File: src/rtl/vram_arbiter_pkg.sv
// Shared VRAM port constants, client indices and read-return tag type for the VRAM arbiter.
package vram_arbiter_pkg;

  localparam int unsigned VRAM_ADDR_WIDTH    = 16;
  localparam int unsigned VRAM_DATA_WIDTH    = 16;
  localparam int unsigned VRAM_MAX_CLIENTS   = 8;
  localparam int unsigned VRAM_MAX_CID_WIDTH = 3;

  localparam int unsigned VRAM_CLIENT_MPU    = 0;
  localparam int unsigned VRAM_CLIENT_TILE   = 1;
  localparam int unsigned VRAM_CLIENT_SPRITE = 2;
  localparam int unsigned VRAM_CLIENT_BG     = 3;

  typedef enum logic {
    ARB_ROUND_ROBIN    = 1'b0,
    ARB_FIXED_PRIORITY = 1'b1
  } arb_mode_e;

  // One slot of the read-return shift register.
  typedef struct packed {
    logic                          valid;
    logic [VRAM_MAX_CID_WIDTH-1:0] cid;
  } rd_tag_t;

  // Client-id width; never narrower than one bit.
  function automatic int unsigned cid_width(input int unsigned n);
    return (n <= 2) ? 1 : $clog2(n);
  endfunction

endpackage

File: src/rtl/vram_arbiter_arb.sv
// Combinational round-robin / fixed-priority arbiter with its rotating pointer register.
module rr_arbiter
  import vram_arbiter_pkg::*;
#(
  parameter int unsigned NUM_CLIENTS    = 4,
  parameter int unsigned FIXED_PRIORITY = 0,
  localparam int unsigned CIDW          = cid_width(NUM_CLIENTS)
) (
  input  logic                   clk,
  input  logic                   reset,
  input  logic [NUM_CLIENTS-1:0] i_req,
  output logic [NUM_CLIENTS-1:0] o_grant_c,
  output logic [CIDW-1:0]        o_idx_c,
  output logic                   o_valid_c
);

  localparam arb_mode_e MODE = (FIXED_PRIORITY != 0) ? ARB_FIXED_PRIORITY : ARB_ROUND_ROBIN;

  logic [CIDW-1:0] r_ptr;
  logic [CIDW-1:0] w_cand;

  // Candidate k of the search: ptr+1+k wrapped modulo NUM_CLIENTS (not a power of two).
  function automatic logic [CIDW-1:0] rr_index(input logic [CIDW-1:0] ptr, input int unsigned k);
    int unsigned s;
    s = 32'(ptr) + 32'd1 + k;
    if (s >= NUM_CLIENTS) s = s - NUM_CLIENTS;
    return CIDW'(s);
  endfunction

  // First eligible candidate in search order wins.
  always_comb begin
    o_grant_c = '0;
    o_idx_c   = '0;
    o_valid_c = 1'b0;
    w_cand    = '0;
    for (int unsigned k = 0; k < NUM_CLIENTS; k++) begin
      w_cand = (MODE == ARB_FIXED_PRIORITY) ? CIDW'(k) : rr_index(r_ptr, k);
      if (!o_valid_c && i_req[w_cand]) begin
        o_valid_c         = 1'b1;
        o_idx_c           = w_cand;
        o_grant_c[w_cand] = 1'b1;
      end
    end
  end

  // Pointer parks on the last winner; reset value makes client 0 first in line.
  always_ff @(posedge clk) begin
    if (reset) begin
      r_ptr <= CIDW'(NUM_CLIENTS - 1);
    end else if (o_valid_c && (MODE == ARB_ROUND_ROBIN)) begin
      r_ptr <= o_idx_c;
    end
  end

endmodule

File: src/rtl/vram_arbiter.sv
// N-client VRAM port arbiter: grant, registered issue stage and tagged read-return pipeline.
module vram_arbiter
  import vram_arbiter_pkg::*;
#(
  parameter int unsigned NUM_CLIENTS    = 4,
  parameter int unsigned ADDR_WIDTH     = VRAM_ADDR_WIDTH,
  parameter int unsigned DATA_WIDTH     = VRAM_DATA_WIDTH,
  parameter int unsigned READ_LATENCY   = 2,
  parameter int unsigned FIXED_PRIORITY = 0
) (
  input  logic                                  clk,
  input  logic                                  reset,
  input  logic                                  mpu_lock,
  input  logic [NUM_CLIENTS-1:0]                req,
  input  logic [NUM_CLIENTS-1:0]                wr,
  input  logic [NUM_CLIENTS*(DATA_WIDTH/8)-1:0] be,
  input  logic [NUM_CLIENTS*ADDR_WIDTH-1:0]     addr,
  input  logic [NUM_CLIENTS*DATA_WIDTH-1:0]     wdata,
  output logic [NUM_CLIENTS-1:0]                grant,
  output logic [NUM_CLIENTS-1:0]                rd_valid,
  output logic [DATA_WIDTH-1:0]                 rd_data,
  output logic                                  vram_en,
  output logic                                  vram_rd,
  output logic                                  vram_wr,
  output logic [DATA_WIDTH/8-1:0]               vram_be,
  output logic [ADDR_WIDTH-1:0]                 vram_addr,
  output logic [DATA_WIDTH-1:0]                 vram_data_out,
  input  logic [DATA_WIDTH-1:0]                 vram_data_in
);

  localparam int unsigned BEW  = DATA_WIDTH / 8;
  localparam int unsigned CIDW = cid_width(NUM_CLIENTS);

  logic [NUM_CLIENTS-1:0] w_lock_mask;
  logic [NUM_CLIENTS-1:0] w_elig;
  logic [NUM_CLIENTS-1:0] w_grant;
  logic [CIDW-1:0]        w_idx;
  logic                   w_any;

  logic                   w_sel_wr;
  logic [BEW-1:0]         w_sel_be;
  logic [ADDR_WIDTH-1:0]  w_sel_addr;
  logic [DATA_WIDTH-1:0]  w_sel_wdata;

  logic                   r_vram_en;
  logic                   r_vram_rd;
  logic                   r_vram_wr;
  logic [BEW-1:0]         r_vram_be;
  logic [ADDR_WIDTH-1:0]  r_vram_addr;
  logic [DATA_WIDTH-1:0]  r_vram_data_out;
  logic [CIDW-1:0]        r_iss_cid;

  rd_tag_t                r_pipe [READ_LATENCY];
  rd_tag_t                w_ret;
  logic [NUM_CLIENTS-1:0] r_rd_valid;
  logic [DATA_WIDTH-1:0]  r_rd_data;

  // Lock narrows eligibility to the MPU; reset suppresses any grant in its own cycle.
  assign w_lock_mask = mpu_lock ? (NUM_CLIENTS'(1) << VRAM_CLIENT_MPU) : '1;
  assign w_elig      = reset ? '0 : (req & w_lock_mask);

  rr_arbiter #(
    .NUM_CLIENTS   (NUM_CLIENTS),
    .FIXED_PRIORITY(FIXED_PRIORITY)
  ) u_arb (
    .clk      (clk),
    .reset    (reset),
    .i_req    (w_elig),
    .o_grant_c(w_grant),
    .o_idx_c  (w_idx),
    .o_valid_c(w_any)
  );

  assign grant = w_grant;

  // Winner's request fields.
  always_comb begin
    w_sel_wr    = wr[w_idx];
    w_sel_be    = be[w_idx*BEW +: BEW];
    w_sel_addr  = addr[w_idx*ADDR_WIDTH +: ADDR_WIDTH];
    w_sel_wdata = wdata[w_idx*DATA_WIDTH +: DATA_WIDTH];
  end

  // Issue register; address and write data hold across idle cycles.
  always_ff @(posedge clk) begin
    if (reset) begin
      r_vram_en       <= 1'b0;
      r_vram_rd       <= 1'b0;
      r_vram_wr       <= 1'b0;
      r_vram_be       <= '0;
      r_vram_addr     <= '0;
      r_vram_data_out <= '0;
      r_iss_cid       <= '0;
    end else if (w_any) begin
      r_vram_en       <= 1'b1;
      r_vram_rd       <= ~w_sel_wr;
      r_vram_wr       <= w_sel_wr;
      r_vram_be       <= w_sel_be;
      r_vram_addr     <= w_sel_addr;
      r_vram_data_out <= w_sel_wdata;
      r_iss_cid       <= w_idx;
    end else begin
      r_vram_en       <= 1'b0;
      r_vram_rd       <= 1'b0;
      r_vram_wr       <= 1'b0;
      r_vram_be       <= '0;
    end
  end

  assign vram_en       = r_vram_en;
  assign vram_rd       = r_vram_rd;
  assign vram_wr       = r_vram_wr;
  assign vram_be       = r_vram_be;
  assign vram_addr     = r_vram_addr;
  assign vram_data_out = r_vram_data_out;

  // Tag shift register: the last stage lines up with valid vram_data_in.
  always_ff @(posedge clk) begin
    if (reset) begin
      for (int i = 0; i < READ_LATENCY; i++) r_pipe[i] <= '0;
    end else begin
      r_pipe[0] <= '{valid: r_vram_rd, cid: VRAM_MAX_CID_WIDTH'(r_iss_cid)};
      for (int i = 1; i < READ_LATENCY; i++) r_pipe[i] <= r_pipe[i-1];
    end
  end

  assign w_ret = r_pipe[READ_LATENCY-1];

  // Registered return; rd_data holds between returns.
  always_ff @(posedge clk) begin
    if (reset) begin
      r_rd_valid <= '0;
      r_rd_data  <= '0;
    end else if (w_ret.valid) begin
      r_rd_valid <= NUM_CLIENTS'(1) << w_ret.cid;
      r_rd_data  <= vram_data_in;
    end else begin
      r_rd_valid <= '0;
    end
  end

  assign rd_valid = r_rd_valid;
  assign rd_data  = r_rd_data;

endmodule

File: config.mk
export PLATFORM = sky130hd
export DESIGN_NAME = vram_arbiter
export DESIGN_NICKNAME = d
export VERILOG_FILES = /design/src/rtl/vram_arbiter_pkg.sv /design/src/rtl/vram_arbiter_arb.sv /design/src/rtl/vram_arbiter.sv
export SDC_FILE = /design/constraint.sdc
export NUM_CORES = 1
export LEC_CHECK = 0
export ABC_AREA = 1
export BUFFER_PORTS_ARGS = -buffer_cell sky130_fd_sc_hd__buf_2
export CORE_UTILIZATION = 47
export DETAILED_ROUTE_END_ITERATION = 6
export PLACE_DENSITY_LB_ADDON = 0.1
export SYNTH_ARGS = -nofsm -noshare
export SYNTH_HDL_FRONTEND = slang
export SYNTH_SLANG_ARGS = --single-unit
File: constraint.sdc
create_clock -name clk -period 2.8 [get_ports clk]
set_input_delay 0.7 -clock clk [delete_from_list [all_inputs] [get_ports clk]]
set_output_delay 0.7 -clock clk [all_outputs]
set_load 0.05 [all_outputs]
**Word level (Yosys, flattened, before mapping)**

Memory sizes are Yosys's and may differ from the RTL's.
Index checks and enable logic that the tools add are counted.
Widths: inputs -> output; s select.

- Memories kept: 1
- Memory bits (writable): 8
- Word-level logic and storage cells: 99
- Register bits: 61

- Shift-type cells: 4
- Bitwise logic cells: 9
- Reduce and logical (&&, ||, !) cells: 12
- Mux-type cells: 42
- Add/sub/neg operators: 8
- Magnitude comparators: 13

Memories:

| memory | words | bits a word | rd ports | clocked after Yosys merged registers in | write ports | line | text |
|---|---|---|---|---|---|---|---|
| r_pipe | 2 | 4 | 2 | 0 | 2 | vram_arbiter.sv:53 | `rd_tag_t r_pipe [READ_LATENCY];` |

Operator list:

| operator | count |
|---|---|
| $shiftx 64x7->16 | 2 |
| $ge 32x3->1 const B | 3 |
| $mux 4 | 8 |
| $mux 1 | 17 |
| $mux 2 | 8 |
| $lt 2x3->1 const B | 5 |
| $or 4x4->4 | 3 |
| $bmux 1 s2 | 5 |
| $add 3x2->4 const B | 2 |
| $demux 1 s2 | 4 |
| $ge 2x1->1 const B | 4 |
| $shiftx 8x4->2 | 1 |
| $sub 2x1->2 const B | 4 |
| $logic_and 1x1->1 | 7 |
| $add 3x1->4 const B | 1 |
| $and 4x4->4 | 1 |
| $reduce_or 2->1 | 2 |
| $shl 1x3->4 const A | 1 |
| $add 2x1->3 const B | 1 |
| $ge 3x3->1 const B | 1 |
| $logic_not 1->1 | 3 |
| $not 1->1 | 3 |
| $or 1x1->1 | 2 |

**Depth between registers and ports, before layout**

- Depth in word-level cells: 18
- Depth in mapped cells: 17
- Depth with buffers taken out: 15

**Cells and area by module**

From an unflattened synthesis, not the netlist that was laid out.

- Cells, all modules: 610
- Area, all modules: 3,858.7 um^2

By module, submodules not included:

| module | area an instance (um^2) | times used | cells each | seq. area each (um^2) |
|---|---|---|---|---|
| vram_arbiter | 3,250.6 | 1 | 516 | 1,301.2 |
| rr_arbiter | 608.1 | 1 | 94 | 40.0 |

**Worst setup path before layout**

Ideal clock, no wire load.

- Kind: reg-to-output
- Start point: reg u_arb.r_ptr[0]
- End point: out grant[1]
- Path slack: -613 ps
- Buffers on the path: 0
- Stages on the path, launching flop included: 10
- Arrival time: 2,713 ps
- Cells stage by stage: dfxtp_1 inv_2 ha_1 inv_1 nand3_1 nand2_2 nand2_2 nor2_4 nand2_2 o21ai_0

- Cells in the longest elaborated chain, start to end: 15
- Elaborated cells on any way between the ends: 60
- Those cells by class: add/sub: 8; order compare: 12; mux: 27; bitwise: 3; reduce/logical: 10

RTL lines:

| item | line | text |
|---|---|---|
| start, declared | vram_arbiter_arb.sv:19 | `logic [CIDW-1:0] r_ptr;` |
| start signal, assigned | vram_arbiter_arb.sv:49 | `r_ptr <= CIDW'(NUM_CLIENTS - 1);` |
| start signal, assigned | vram_arbiter_arb.sv:51 | `r_ptr <= o_idx_c;` |
| $add 2x1->3 (*) | vram_arbiter_arb.sv:25 | `s = 32'(ptr) + 32'd1 + k;` |
| parallel branches: the longest is 13 deep, another holds $ge 32x3->1 | -- |  |
| $mux 4 (*) | vram_arbiter_arb.sv:38 | `if (!o_valid_c && i_req[w_cand]) begin` |
| end, declared | vram_arbiter.sv:19 | `output logic [NUM_CLIENTS-1:0] grant,` |

Mark *: on every way between the ends. The select of a mux whose other input is x is not followed.

**Final worst setup path**

- Start point: in reset
- End point: out grant[0]

- Cells in the longest elaborated chain, start to end: 13
- Elaborated cells on any way between the ends: 25
- Those cells by class: mux: 16; bitwise: 3; reduce/logical: 6

RTL lines:

| item | line | text |
|---|---|---|
| start, declared | vram_arbiter.sv:12 | `input logic reset,` |
| $mux 4 (*) | vram_arbiter.sv:60 | `assign w_elig = reset ? '0 : (req & w_lock_mask);` |
| $bmux 1 s2 | vram_arbiter_arb.sv:38 |  |
| $mux 1 (not written as such) | vram_arbiter_arb.sv:38 |  |
| $mux 1 | vram_arbiter_arb.sv:38 |  |
| $logic_not 1->1 | vram_arbiter_arb.sv:38 |  |
| $logic_and 1x1->1 | vram_arbiter_arb.sv:38 |  |
| $mux 1 | vram_arbiter_arb.sv:38 |  |
| $logic_not 1->1 | vram_arbiter_arb.sv:38 |  |
| $logic_and 1x1->1 | vram_arbiter_arb.sv:38 |  |
| $mux 1 | vram_arbiter_arb.sv:38 |  |
| $logic_not 1->1 | vram_arbiter_arb.sv:38 |  |
| $logic_and 1x1->1 | vram_arbiter_arb.sv:38 |  |
| $mux 4 (*) | vram_arbiter_arb.sv:38 |  |

Mark *: on every way between the ends. The rest lies on a longest branch, timed or not. The select of a mux whose other input is x is not followed.

==> impl_metrics.env <==
export IMPL_gr_total_overflow=0
export IMPL_wl_per_cell_um=12.0
export IMPL_fin_skew_ns=0.0113
export IMPL_path_buf_inv=3
export IMPL_ff_latch_area_sq_mm=0.00135
export IMPL_grt_max_degree=40
export IMPL_hold_buffers=0
export IMPL_dr_pass1_iters=5
export IMPL_required_ns=2.10
export IMPL_finalHoldViolations=0
export IMPL_crit_path_max_fanout=6
export IMPL_final_area_sq_mm=0.00643
export IMPL_crit_type="in -> out"
export IMPL_io_buffers=223
export IMPL_cts_tree="done"
export IMPL_rsz0062_at_grt="yes"
export IMPL_core_area_sq_mm=0.00937
export IMPL_root_buffer="clkbuf_8"
export IMPL_slew_headroom_pct=63.7
export IMPL_drive_above_1_share_pct=31.8
export IMPL_crit_arrival_ns=2.07
export IMPL_fmax_mhz=361
export IMPL_antenna_found_initial=0
export IMPL_cp_cell_sequence="buf_4 > nor2_4 > nand3_2 > nand3_1 > nand2_2 > nand2_4 > inv_2 > nand2_2 > o22ai_1 > a221o_1 > buf_6"
export IMPL_viasPerCell=4.84
export IMPL_r2r_start="u_arb.r_ptr[0]"
export IMPL_min_path_type="reg -> reg"
export IMPL_slowest_delay_ns=0.28
export IMPL_pin_count=224
export IMPL_postPlaceCellArea_sq_mm=0.00600
export IMPL_netlist_area_sq_mm=0.00463
export IMPL_die_height_um=101
export IMPL_path_clk_slew_ns=0.08
export IMPL_drtIter0Drc=186
export IMPL_synth_cell_types=26
export IMPL_critPathTopFamily="simple AND/OR/NAND/NOR gates"
export IMPL_worstSetupStartpointType="primary input"
export IMPL_startpoint="reset"
export IMPL_ys_warn_count=0
export IMPL_drc=0
export IMPL_syn_inst=787
export IMPL_cts_htree_levels=3
export IMPL_die_area_sq_mm=0.0102
export IMPL_fin_crit_sh_pct=99.0
export IMPL_final_net_count=1172
export IMPL_cts_num_sinks=67
export IMPL_cts_buffers=9
export IMPL_start_util_pct=49.4
export IMPL_slowest_stage="a221o_1"
export IMPL_worstSkewPairLatency_ns=0.34
export IMPL_grt_pass1_wl_um=21300
export IMPL_pre_cts_slack_ns=0.0111
export IMPL_area_delta_synth_final_pct=39.0
export IMPL_crit_path_end_kind="output port"
export IMPL_cap_violations=0
export IMPL_status="completed"
export IMPL_fp_row_count=35
export IMPL_postRouteAntennaNets=0
export IMPL_final_setup_viol_count=0
export IMPL_worst_pin_slew_ns=0.544
export IMPL_tns_ns=0
export IMPL_vias=5489
export IMPL_routed_wl_um=13600
export IMPL_yosysSeqAreaShare_pct=29.0
export IMPL_crit_path_frequent_cell="nand2_2"
export IMPL_multiInputGateArea_sq_mm=0.00248
export IMPL_hpwl_um=9870
export IMPL_drv_slew=0
export IMPL_worstHoldStart="r_pipe[0][1]"
export IMPL_gp_congestion=0.902
export IMPL_avgSynthCellArea_sq_um=5.88
export IMPL_clockBufferDepth=2
export IMPL_grtUsageTotal_pct=25.8
export IMPL_finalWorstSetupSlack_ns=0.0289
export IMPL_die_x_um=101
export IMPL_ys_ff_latch=67
export IMPL_num_antenna_cells=0
export IMPL_synth_nets=958
export IMPL_fin_crit_ns=2.77
export IMPL_grt_pass1_vias=4813
export IMPL_nFillCells=908
-- cells by family after synthesis --
family,Yosys count,share of synthesized area [%]
flip-flops,67,29.0
buffers and inverters,240,20.3
AND/OR/NAND/NOR,435,43.4
adder cells (fa/ha/maj),8,2.16
AO/OA/AOI/OAI,37,5.19
-- sequential cells by signal (all words and copies together), names as in the netlist --
name           cells
r_iss_cid          2
vram_addr         16
vram_be            2
u_arb.r_ptr        2
vram_rd            1
vram_data_out     16
r_pipe             6
rd_valid           4
vram_wr            1
vram_en            1
rd_data           16
-- layout by cell type, fill, tap and decap left out, types with 2 or more instances in the layout --
| cell | synthesis | routed |
|---|---|---|
| a21oi_1 | 4 | 4 |
| a221o_1 | 2 | 2 |
| buf_12 | 0 | 9 |
| buf_2 | 24 | 218 |
| buf_4 | 2 | 20 |
| buf_6 | 0 | 7 |
| bufinv_16 | 0 | 2 |
| clkbuf_8 | 0 | 9 |
| clkinv_4 | 0 | 2 |
| dfxtp_1 | 67 | 65 |
| ha_1 | 8 | 4 |
| ha_2 | 0 | 2 |
| ha_4 | 0 | 2 |
| inv_1 | 186 | 181 |
| inv_2 | 3 | 5 |
| inv_4 | 0 | 3 |
| inv_6 | 0 | 2 |
| nand2_1 | 125 | 121 |
| nand2_2 | 5 | 6 |
| nand2_4 | 0 | 3 |
| nand3_1 | 118 | 108 |
| nand3_2 | 4 | 14 |
| nand4_1 | 67 | 67 |
| nor2_1 | 112 | 109 |
| nor2_2 | 1 | 3 |
| nor2_4 | 2 | 3 |
| o211ai_1 | 4 | 4 |
| o21ai_0 | 20 | 16 |
| o21ai_2 | 0 | 3 |
| o22ai_1 | 2 | 2 |
-- worst paths after layout --
check / to / slack (ns) / cells past startpoint
worst min register to register: r_pipe[0][5] / 0.40 / 2
worst max-delay path: grant[0] / 0.03 / 11
worst min-delay path: r_pipe[0][5] / 0.40 / 2
worst max register to register: vram_data_out[6] / 0.46 / 17
-- cell type report --
type | count | share of cell area (%)
tap | 129 | 2.51
clock inverter | 7 | 1.56
sequential | 67 | 20.9
multi-input combinational | 480 | 38.6
clock buffer | 9 | 1.93
inverter | 189 | 11.1
timing repair buffer | 254 | 23.3
-- per-layer routing --
metal / GRT usage [%] / part of all wire, % / vias to the layer above
li1: - / - / 2870
met1: 31.3 / 42 / 2403
met2: 44.9 / 48 / 194
met3: 5.04 / 7.1 / 22
met4: 10.0 / 2.2 / 0
met5: 0 / 0 / -
-- worst reg2reg max path: stages (launching register included) --
cell	delay, ns
dfxtp_4	0.36
buf_6	0.13
ha_4	0.16
nor2_4	0.12
nand3_2	0.09
nand2_2	0.11
nand2_4	0.06
buf_6	0.12
nor2_4	0.13
nand2_2	0.10
buf_4	0.17
nand2_1	0.10
o21ai_4	0.07
buf_12	0.17
nand3_1	0.15
nand3_1	0.09
nand2_1	0.06
inv_1	0.03
-- per-stage QoR --
| stage | utilization [%] | hold slack, ns | std cells |
|---|---|---|---|
| 2_1_floorplan | - | 0.388 | 787 |
| 3_3_place_gp | 64.1 | 0.392 | 1116 |
| 3_5_place_dp | 64.1 | 0.399 | 1116 |
| 4_1_cts | 67.1 | 0.406 | 1132 |
| 5_1_grt | 68.6 | 0.409 | 1135 |
| 6_report | 68.6 | 0.397 | 1135 |
-- synthesized netlist by cell type (all sizes together) --
library cell	instances	area [sq um]
nor2	115	449
nand3	122	631
ha	8	100
a31oi	2	12.5
nand2	130	500
clkbuf	20	75.1
dfxtp	67	1340
a221o	2	20.0
nand4	67	419
o21ai	21	116
nand3b	1	7.51
o211ai	5	42.5
a21oi	5	36.3
buf	31	154
o22ai	2	12.5
inv	189	709
-- timing repair --
item	CTS	global route
endpoints found under the setup margin	4	4
cloned	0	0
gates resized for setup	19	35
hold endpoints to repair	0	0
buffers inserted	0	3
pin swaps	2	15
Power is not shown: default switching activity piles up to over one toggle a cycle in this logic, so the estimate is an artifact.
